**src/rtl/fetch_queue_unit.sv**
```systemverilog
// rtl/fetch_queue_unit.sv - instruction fetch front end with prefetch queue and redirect
module fetch_queue_unit #(
    parameter int                    ADDR_WIDTH = 32,
    parameter int                    INST_WIDTH = 32,
    parameter int                    DEPTH      = 4,
    parameter int                    PC_STEP    = 4,
    parameter logic [ADDR_WIDTH-1:0] RESET_PC   = '0,
    parameter logic [INST_WIDTH-1:0] NOP_INST   = 32'h1000_0000
) (
    input  logic                  clk,
    input  logic                  reset,
    output logic                  imem_req,
    output logic [ADDR_WIDTH-1:0] imem_addr,
    input  logic                  imem_rvalid,
    input  logic [INST_WIDTH-1:0] imem_rdata,
    output logic                  inst_valid,
    output logic [INST_WIDTH-1:0] inst_out,
    output logic [ADDR_WIDTH-1:0] inst_pc,
    input  logic                  inst_ready,
    input  logic                  redirect,
    input  logic [ADDR_WIDTH-1:0] redirect_addr
);

    localparam int PW = $clog2(DEPTH);
    localparam int CW = $clog2(DEPTH + 1);

    typedef logic [CW-1:0] cnt_t;
    typedef logic [PW-1:0] ptr_t;

    localparam cnt_t DEPTH_C = cnt_t'(DEPTH);

    logic [ADDR_WIDTH-1:0] fetch_pc;
    logic [INST_WIDTH-1:0] inst_mem    [DEPTH];
    logic [ADDR_WIDTH-1:0] pc_mem      [DEPTH];
    logic [ADDR_WIDTH-1:0] inflight_pc [DEPTH];

    ptr_t rd_ptr, wr_ptr, if_rd, if_wr;
    cnt_t count, outstanding, drop;

    logic [CW:0] credits_used;
    logic        resp, push, pop;

    // Credits cover both queued entries and fetches still in flight, so the queue cannot overflow.
    assign credits_used = {1'b0, count} + {1'b0, outstanding};
    assign imem_req     = !reset && !redirect && (credits_used < {1'b0, DEPTH_C});
    assign imem_addr    = fetch_pc;

    assign resp       = imem_rvalid && (outstanding != '0);
    assign inst_valid = (count != '0);
    assign pop        = inst_valid && inst_ready && !redirect;
    assign push       = resp && (drop == '0) && !redirect;

    assign inst_out = inst_valid ? inst_mem[rd_ptr] : NOP_INST;
    assign inst_pc  = inst_valid ? pc_mem[rd_ptr] : '0;

    always_ff @(posedge clk or posedge reset) begin
        if (reset) begin
            fetch_pc    <= RESET_PC;
            rd_ptr      <= '0;
            wr_ptr      <= '0;
            if_rd       <= '0;
            if_wr       <= '0;
            count       <= '0;
            outstanding <= '0;
            drop        <= '0;
        end else begin
            if (imem_req) begin
                fetch_pc <= fetch_pc + ADDR_WIDTH'(PC_STEP);
                if_wr    <= if_wr + ptr_t'(1);
            end
            // The in-flight PC FIFO advances on every response, dropped or not, to stay aligned.
            if (resp) begin
                if_rd <= if_rd + ptr_t'(1);
            end
            outstanding <= outstanding + cnt_t'(imem_req) - cnt_t'(resp);
            if (redirect) begin
                fetch_pc <= redirect_addr;
                count    <= '0;
                rd_ptr   <= '0;
                wr_ptr   <= '0;
                drop     <= outstanding - cnt_t'(resp);
            end else begin
                if (resp && (drop != '0)) begin
                    drop <= drop - cnt_t'(1);
                end
                if (push) begin
                    wr_ptr <= wr_ptr + ptr_t'(1);
                end
                if (pop) begin
                    rd_ptr <= rd_ptr + ptr_t'(1);
                end
                count <= count + cnt_t'(push) - cnt_t'(pop);
            end
        end
    end

    always_ff @(posedge clk) begin
        if (imem_req) begin
            inflight_pc[if_wr] <= fetch_pc;
        end
        if (push) begin
            inst_mem[wr_ptr] <= imem_rdata;
            pc_mem[wr_ptr]   <= inflight_pc[if_rd];
        end
    end

    // A response with nothing outstanding is a memory-side protocol violation.
    assert property (@(posedge clk) disable iff (reset) !(imem_rvalid && (outstanding == '0)));

endmodule

```
**config.mk**
```make
export PLATFORM = sky130hd
export DESIGN_NAME = fetch_queue_unit
export DESIGN_NICKNAME = d
export VERILOG_FILES = /design/src/rtl/fetch_queue_unit.sv
export SDC_FILE = /design/constraint.sdc
export NUM_CORES = 1
export LEC_CHECK = 0
export ABC_AREA = 1
export CAP_MARGIN = 40
export CELL_PAD_IN_SITES_DETAIL_PLACEMENT = 0
export CELL_PAD_IN_SITES_GLOBAL_PLACEMENT = 1
export CORE_MARGIN = 3
export CORE_UTILIZATION = 46
export CTS_CLUSTER_DIAMETER = 150
export CTS_CLUSTER_SIZE = 28
export DETAILED_ROUTE_END_ITERATION = 10
export GPL_ROUTABILITY_DRIVEN = 0
export PLACE_DENSITY = 0.79
export SLEW_MARGIN = 25
export SYNTH_ARGS = -nofsm -noshare
export SYNTH_HDL_FRONTEND = slang
export SYNTH_SLANG_ARGS = --single-unit
```
**constraint.sdc**
```tcl
create_clock -name clk -period 5.38 [get_ports clk]
set_input_delay 1.614 -clock clk [delete_from_list [all_inputs] [get_ports clk]]
set_output_delay 1.614 -clock clk [all_outputs]
set_load 0.01 [all_outputs]
```
# After elaboration in Yosys (flattened, before gate mapping)
# Memories as Yosys holds them, arrays and structs flattened.
# Cells that the tools add are included.
# word_totals
reg_bits	49
latchBits	0
ramBits	384
romBits	0
n_memories	3
# classes
addsub	12
multipliers	0
div	0
magnitude_cmp	1
eq_ne	0
n_shift	0
muxes	15
bitwise_logic	0
n_reduce_logical	18
# mem_list
memory	words	word_bits	read_ports	rd_clocked_by_memory_dff	write_ports	line_no	rtl
inflight_pc	4	32	1	0	1	35	logic [ADDR_WIDTH-1:0] inflight_pc [DEPTH];
inst_mem	4	32	1	0	1	33	logic [INST_WIDTH-1:0] inst_mem [DEPTH];
pc_mem	4	32	1	0	1	34	logic [ADDR_WIDTH-1:0] pc_mem [DEPTH];
# op_table
cell	n
two-way mux 32 bit	4
adder 32 x 3 -> 32 bit (second input constant)	1
two-way mux 3 bit	3
nonzero test 3 bit	3
subtractor 3 x 1 -> 3 bit	3
adder 2 x 1 -> 2 bit (second input constant)	4
logical AND 1 bit	8
two-way mux 2 bit	4
nonzero test 2 bit	4
adder 3 x 1 -> 3 bit	2
adder 3 x 3 -> 4 bit	1
< comparator 4 x 3 -> 1 bit (second input constant)	1
two-way mux 1 bit	4
logical NOT 3 bit	1
subtractor 3 x 1 -> 3 bit (second input constant)	1
logical NOT 1 bit	2

# Logic depth before layout (Yosys ltp)
# depth
word_depth	7
depth_mapped	13
ltp_nobuf	13

# Worst setup path after synthesis
# Ideal clock, no wire load.
# synth_path
path_type	input-to-reg
start	in imem_rvalid
end	mem inst_mem[0][0], enable pin
setup_time_ps	487
t_arrival_ps	4776
path_slack_ps	117
path_stages	4
path_buffers	0
path_cell_list	nand2_1 nor3_1 nand2_1 nor2_1
# synth_via
elab_chain_len	5
# synth_rtl
element	line_no	rtl
start, declared	14	input logic imem_rvalid,
logical AND 1 bit	48	assign resp = imem_rvalid && (outstanding != '0);
logical AND 1 bit (2 in a row)	51	assign push = resp && (drop == '0) && !redirect;
two-way mux 1 bit	101	if (push) begin
two-way mux 1 bit (implied by the code)	102	inst_mem[wr_ptr] <= imem_rdata;
end, declared	33	
# Every way passes these cells.

# Worst setup path in the final report
# layout_path
start	reg rd_ptr[1]
end	out inst_pc[4]
# layout_via
elab_chain_len	2
# layout_rtl
element	line_no	rtl
start, declared	37	ptr_t rd_ptr, wr_ptr, if_rd, if_wr;
start signal, assigned	90	rd_ptr <= rd_ptr + ptr_t'(1);
memory read (4 x 32 bit)	n/a	
two-way mux 32 bit	54	assign inst_pc = inst_valid ? pc_mem[rd_ptr] : '0;
end, declared	18	output logic [ADDR_WIDTH-1:0] inst_pc,
# Every way passes these cells.

==> results by stage <==
Clock network:
- The number of gates resized after CTS was 0.
- The clock transition at the register clock pins on the worst setup and hold paths after CTS is 0.10 ns.
- The clock reaches the later pin of the worst-skew pair after 0.53 ns.
- After clock tree synthesis, the flow added hold-fix buffers numbering 0.
- The number of buffers on the longest clock path is 3.
- The buffer type at the clock tree root is clkbuf_16.
- After clock tree synthesis, the setup repair step added 0 buffers.
- TritonCTS built the clock tree.
- CTS built an H-tree with a depth of 1.
- The clock sink total is 433.
- The TritonCTS buffer count is 19.

Floorplan:
- After floorplanning, the core was sized to cover 38000 sq um.
- The die width is 204 um.
- The die covers 41400 sq um.
- In this run the count of I/O pins placed on the die edge is 167.
- The starting density of the core is 47.2%.
- The die extent in y is 204 um.
- The number of core rows is 71.

Placement:
- After detailed placement, the design holds a cell count of 2203.
- After legalization and detailed placement, the total HPWL measured 23.4 mm.
- At the placement stage, the worst setup path has a slack of 0.733 ns.
- During placement, the flow inserted port buffers numbering 166.

Global route:
- The via count of the first global-routing pass is 11300.
- The number of antenna violations at the first check in global routing came to 0.
- The first global-routing pass estimated 62.3 mm of wire.
- Global routing finished with a remaining overflow of 0.
- The overall track demand over capacity in global routing is 18.9%.
- Entering global routing, the biggest net connects 130 pins.

Setup path:
- The launch instance of the worst register-to-register path is count[1]$_DFF_PP0_.
- The start point of the critical path is rd_ptr[1]$_DFFE_PP0P_.
- The worst setup path is captured at a primary output.
- The startpoint type of the worst setup path is a flip-flop.
- Of all nets on the critical path, the largest fanout is 41.
- The critical path in this run is classified as reg -> out.
- The critical path data required time is 3.77 ns.
- Data on the critical path arrives at its endpoint at 3.10 ns.

Flow run:
- Max-cap violations in this run came to 0.

Yosys:
- Of the synthesized area, sequential elements account for 71.1%.
- Counting flops and latches in the post-synthesis netlist gives 433.
- The number of distinct library cells after synthesis is 32.
- edfxtp_1 takes more of the synthesized area than any other cell.
- The number of synthesis warnings is 0.
- Counting flops with an async set or reset pin after synthesis yields a share of 11.3%.
- The most instantiated flip-flop cell in the synthesis netlist is edfxtp_1.
- The most common cell in the synthesized netlist is edfxtp_1.
- The mean instance size in the synthesized netlist is 11.4 sq um.
- By area the synthesized netlist is led by edfxtp_1 64%, nor2_1 7.9%, dfrtp_1 6.8%, o21ai_0 5.6%, nand2_1 3.7%.
- The count of mapped cells out of synthesis is 1577.
- The number of enable flip-flop cells after synthesis is 384.
- By count the netlist is led by 384 x edfxtp_1, 379 x nor2_1, 201 x o21ai_0.
- Summing every instance area after synthesis gives 18000 sq um.
- The synthesized design devotes to its leading area cell type 64.2% of total area.
- Synthesis produced a netlist with a net count of 1667.

Timing:
- The final critical-path share of the clock period is 87.6%.
- Setup repair after global routing left no endpoint under its margin.
- Derived from the worst setup path, the maximum achievable clock frequency is 0.212 GHz.
- The worst path needs 4.71 ns of the cycle, external delays included.
- The final hold violation count came to 0.
- The number of max-slew violations in the final report is 0.
- The final-report setup violation count is 0.
- Headroom to the max-slew limit came out at 46.4%.
- For the pin with the worst max-slew slack, the measured transition is 0.802 ns.
- Clock skew on the completed layout was measured at 0.0145 ns.
- The setup TNS is 0 ns.
- After layout, the worst setup slack is 0.667 ns.

Hold path:
- The origin of the worst min-delay path is drop[1]$_DFFE_PP0P_.
- The class of the most critical hold timing path is reg -> reg.

Layout:
- The area added between synthesis and finish is 16.0%.
- After the last flow step, the layout net total stands at 1803.
- The post-route non-filler standard cell count is 2237.
- The share of final-layout standard cells stronger than drive strength 1 is 4.35%.
- The antenna diode instance count is 0.
- The filler cell count is 3306.

Routing:
- After detailed routing, the number of remaining DRC violations is 0.
- For this run, the detailed router's first-pass iteration total came to 5.
- The via total after detailed routing is 11500.
- The via-per-instance ratio is 5.15.
- The remaining antenna violation count after routing is 0.
- In the final routed layout, each cell accounts on average for 17.7 um.
- Summed over all layers, the routed wires come to 39.6 mm.
- The initial detailed-routing violation count is 800.

Power and ir drop:
- IR analysis of the VDD net gives a maximum drop of 0.285 mV.
- The analysis attributes to cell leakage a power of 0.00725 uW.
- In this run the power density over the cells is 454 nW/um^2.

Status:
- The flow ran to the end, and the final reports show no timing, DRC or antenna violations.
per-stage QoR:
step           utilization [%]  area (sq um)  power [uW]  hold WS [ns]
5_1_grt                   54.8         20800       10100         0.570
3_3_place_gp              53.3         20300        7840         0.493
2_1_floorplan                -         18000        6360         0.476
3_5_place_dp              53.3         20300        7930         0.494
4_1_cts                   54.8         20800        9570         0.521
6_report                  54.8         20800        9460         0.517
critical path, cell delays in order (launching register included):
cell and delay (ns):
dfrtp_2 0.78, inv_2 0.43, buf_12 0.31, nor2_1 0.11, o21ai_0 0.09, a21oi_1 0.22
clkdlybuf4s50_1 0.60
state kept, by name, summed over array words and instances (netlist names):
register and count:
imem_addr 32, wr_ptr 2, if_rd 2, drop 3, if_wr 2, outstanding 3, inst_mem 128, count 3
rd_ptr 2, inflight_pc 128, pc_mem 128
metal layers:
| layer | GRT usage [%] | wire, um | vias to the layer above |
|---|---|---|---|
| li1 | - | - | 5703 |
| met1 | 26.9 | 18300 | 5539 |
| met2 | 32.3 | 19000 | 250 |
| met3 | 2.27 | 1790 | 35 |
| met4 | 3.20 | 482 | 0 |
| met5 | 0 | 0 | - |
cell families (layout without fill, tap and decap cells):
kind of cell / after synthesis / count (layout) / synth area share [%]
and+or+nand+nor: 647 / 647 / 14.3
AOI/OAI and AO/OA: 309 / 309 / 8.97
DFF: 433 / 433 / 71.1
buffers and inverters: 158 / 307 / 3.63
adders and majority gates: 21 / 21 / 1.55
xor gates and xnor gates: 9 / 9 / 0.439
final timing paths:
check	cells after the start	to	slack, ns
worst max-delay path	6	inst_pc[4]	0.67
worst min-delay path	2	drop[1]$_DFFE_PP0P_	0.52
worst max register to register	14	count[2]$_DFF_PP0_	2.21
worst min register to register	2	drop[1]$_DFFE_PP0P_	0.52
max in group asynchronous	3	rd_ptr[0]$_DFFE_PP0P_	3.23
min in group asynchronous	3	imem_addr[5]$_DFFE_PP0P_	1.60
power by group:
| part | leakage (uW) | internal (uW) | switching, uW |
|---|---|---|---|
| registers | 0.00406 | 4230 | 299 |
| logic | 0.00293 | 1270 | 2010 |
| clock network | 0.000261 | 687 | 955 |
cell usage in the layout, fill, tap and decap left out, drive strengths merged, types with 2 or more instances in the layout:
cell             n
nor3             3
nand2          180
a21oi           67
o21ai          201
nor2           384
clkdlybuf4s50  165
buf             31
inv             79
dfrtp           49
xor2             2
nand3           74
o22ai           32
o21bai           8
fa               2
ha              19
clkbuf          32
and2             2
xnor2            7
edfxtp         384
layout make-up:
cell class	instances	area [sq um]	share of cell area, %
clock buffer	32	524	2.52
clock inverter	2	25.0	0.120
multi-input combinational	986	4590	22.0
timing repair buffer	196	1990	9.55
sequential	433	12800	61.3
inverter	77	292	1.40
tap	511	639	3.07
(Power assumes the default switching activity.)
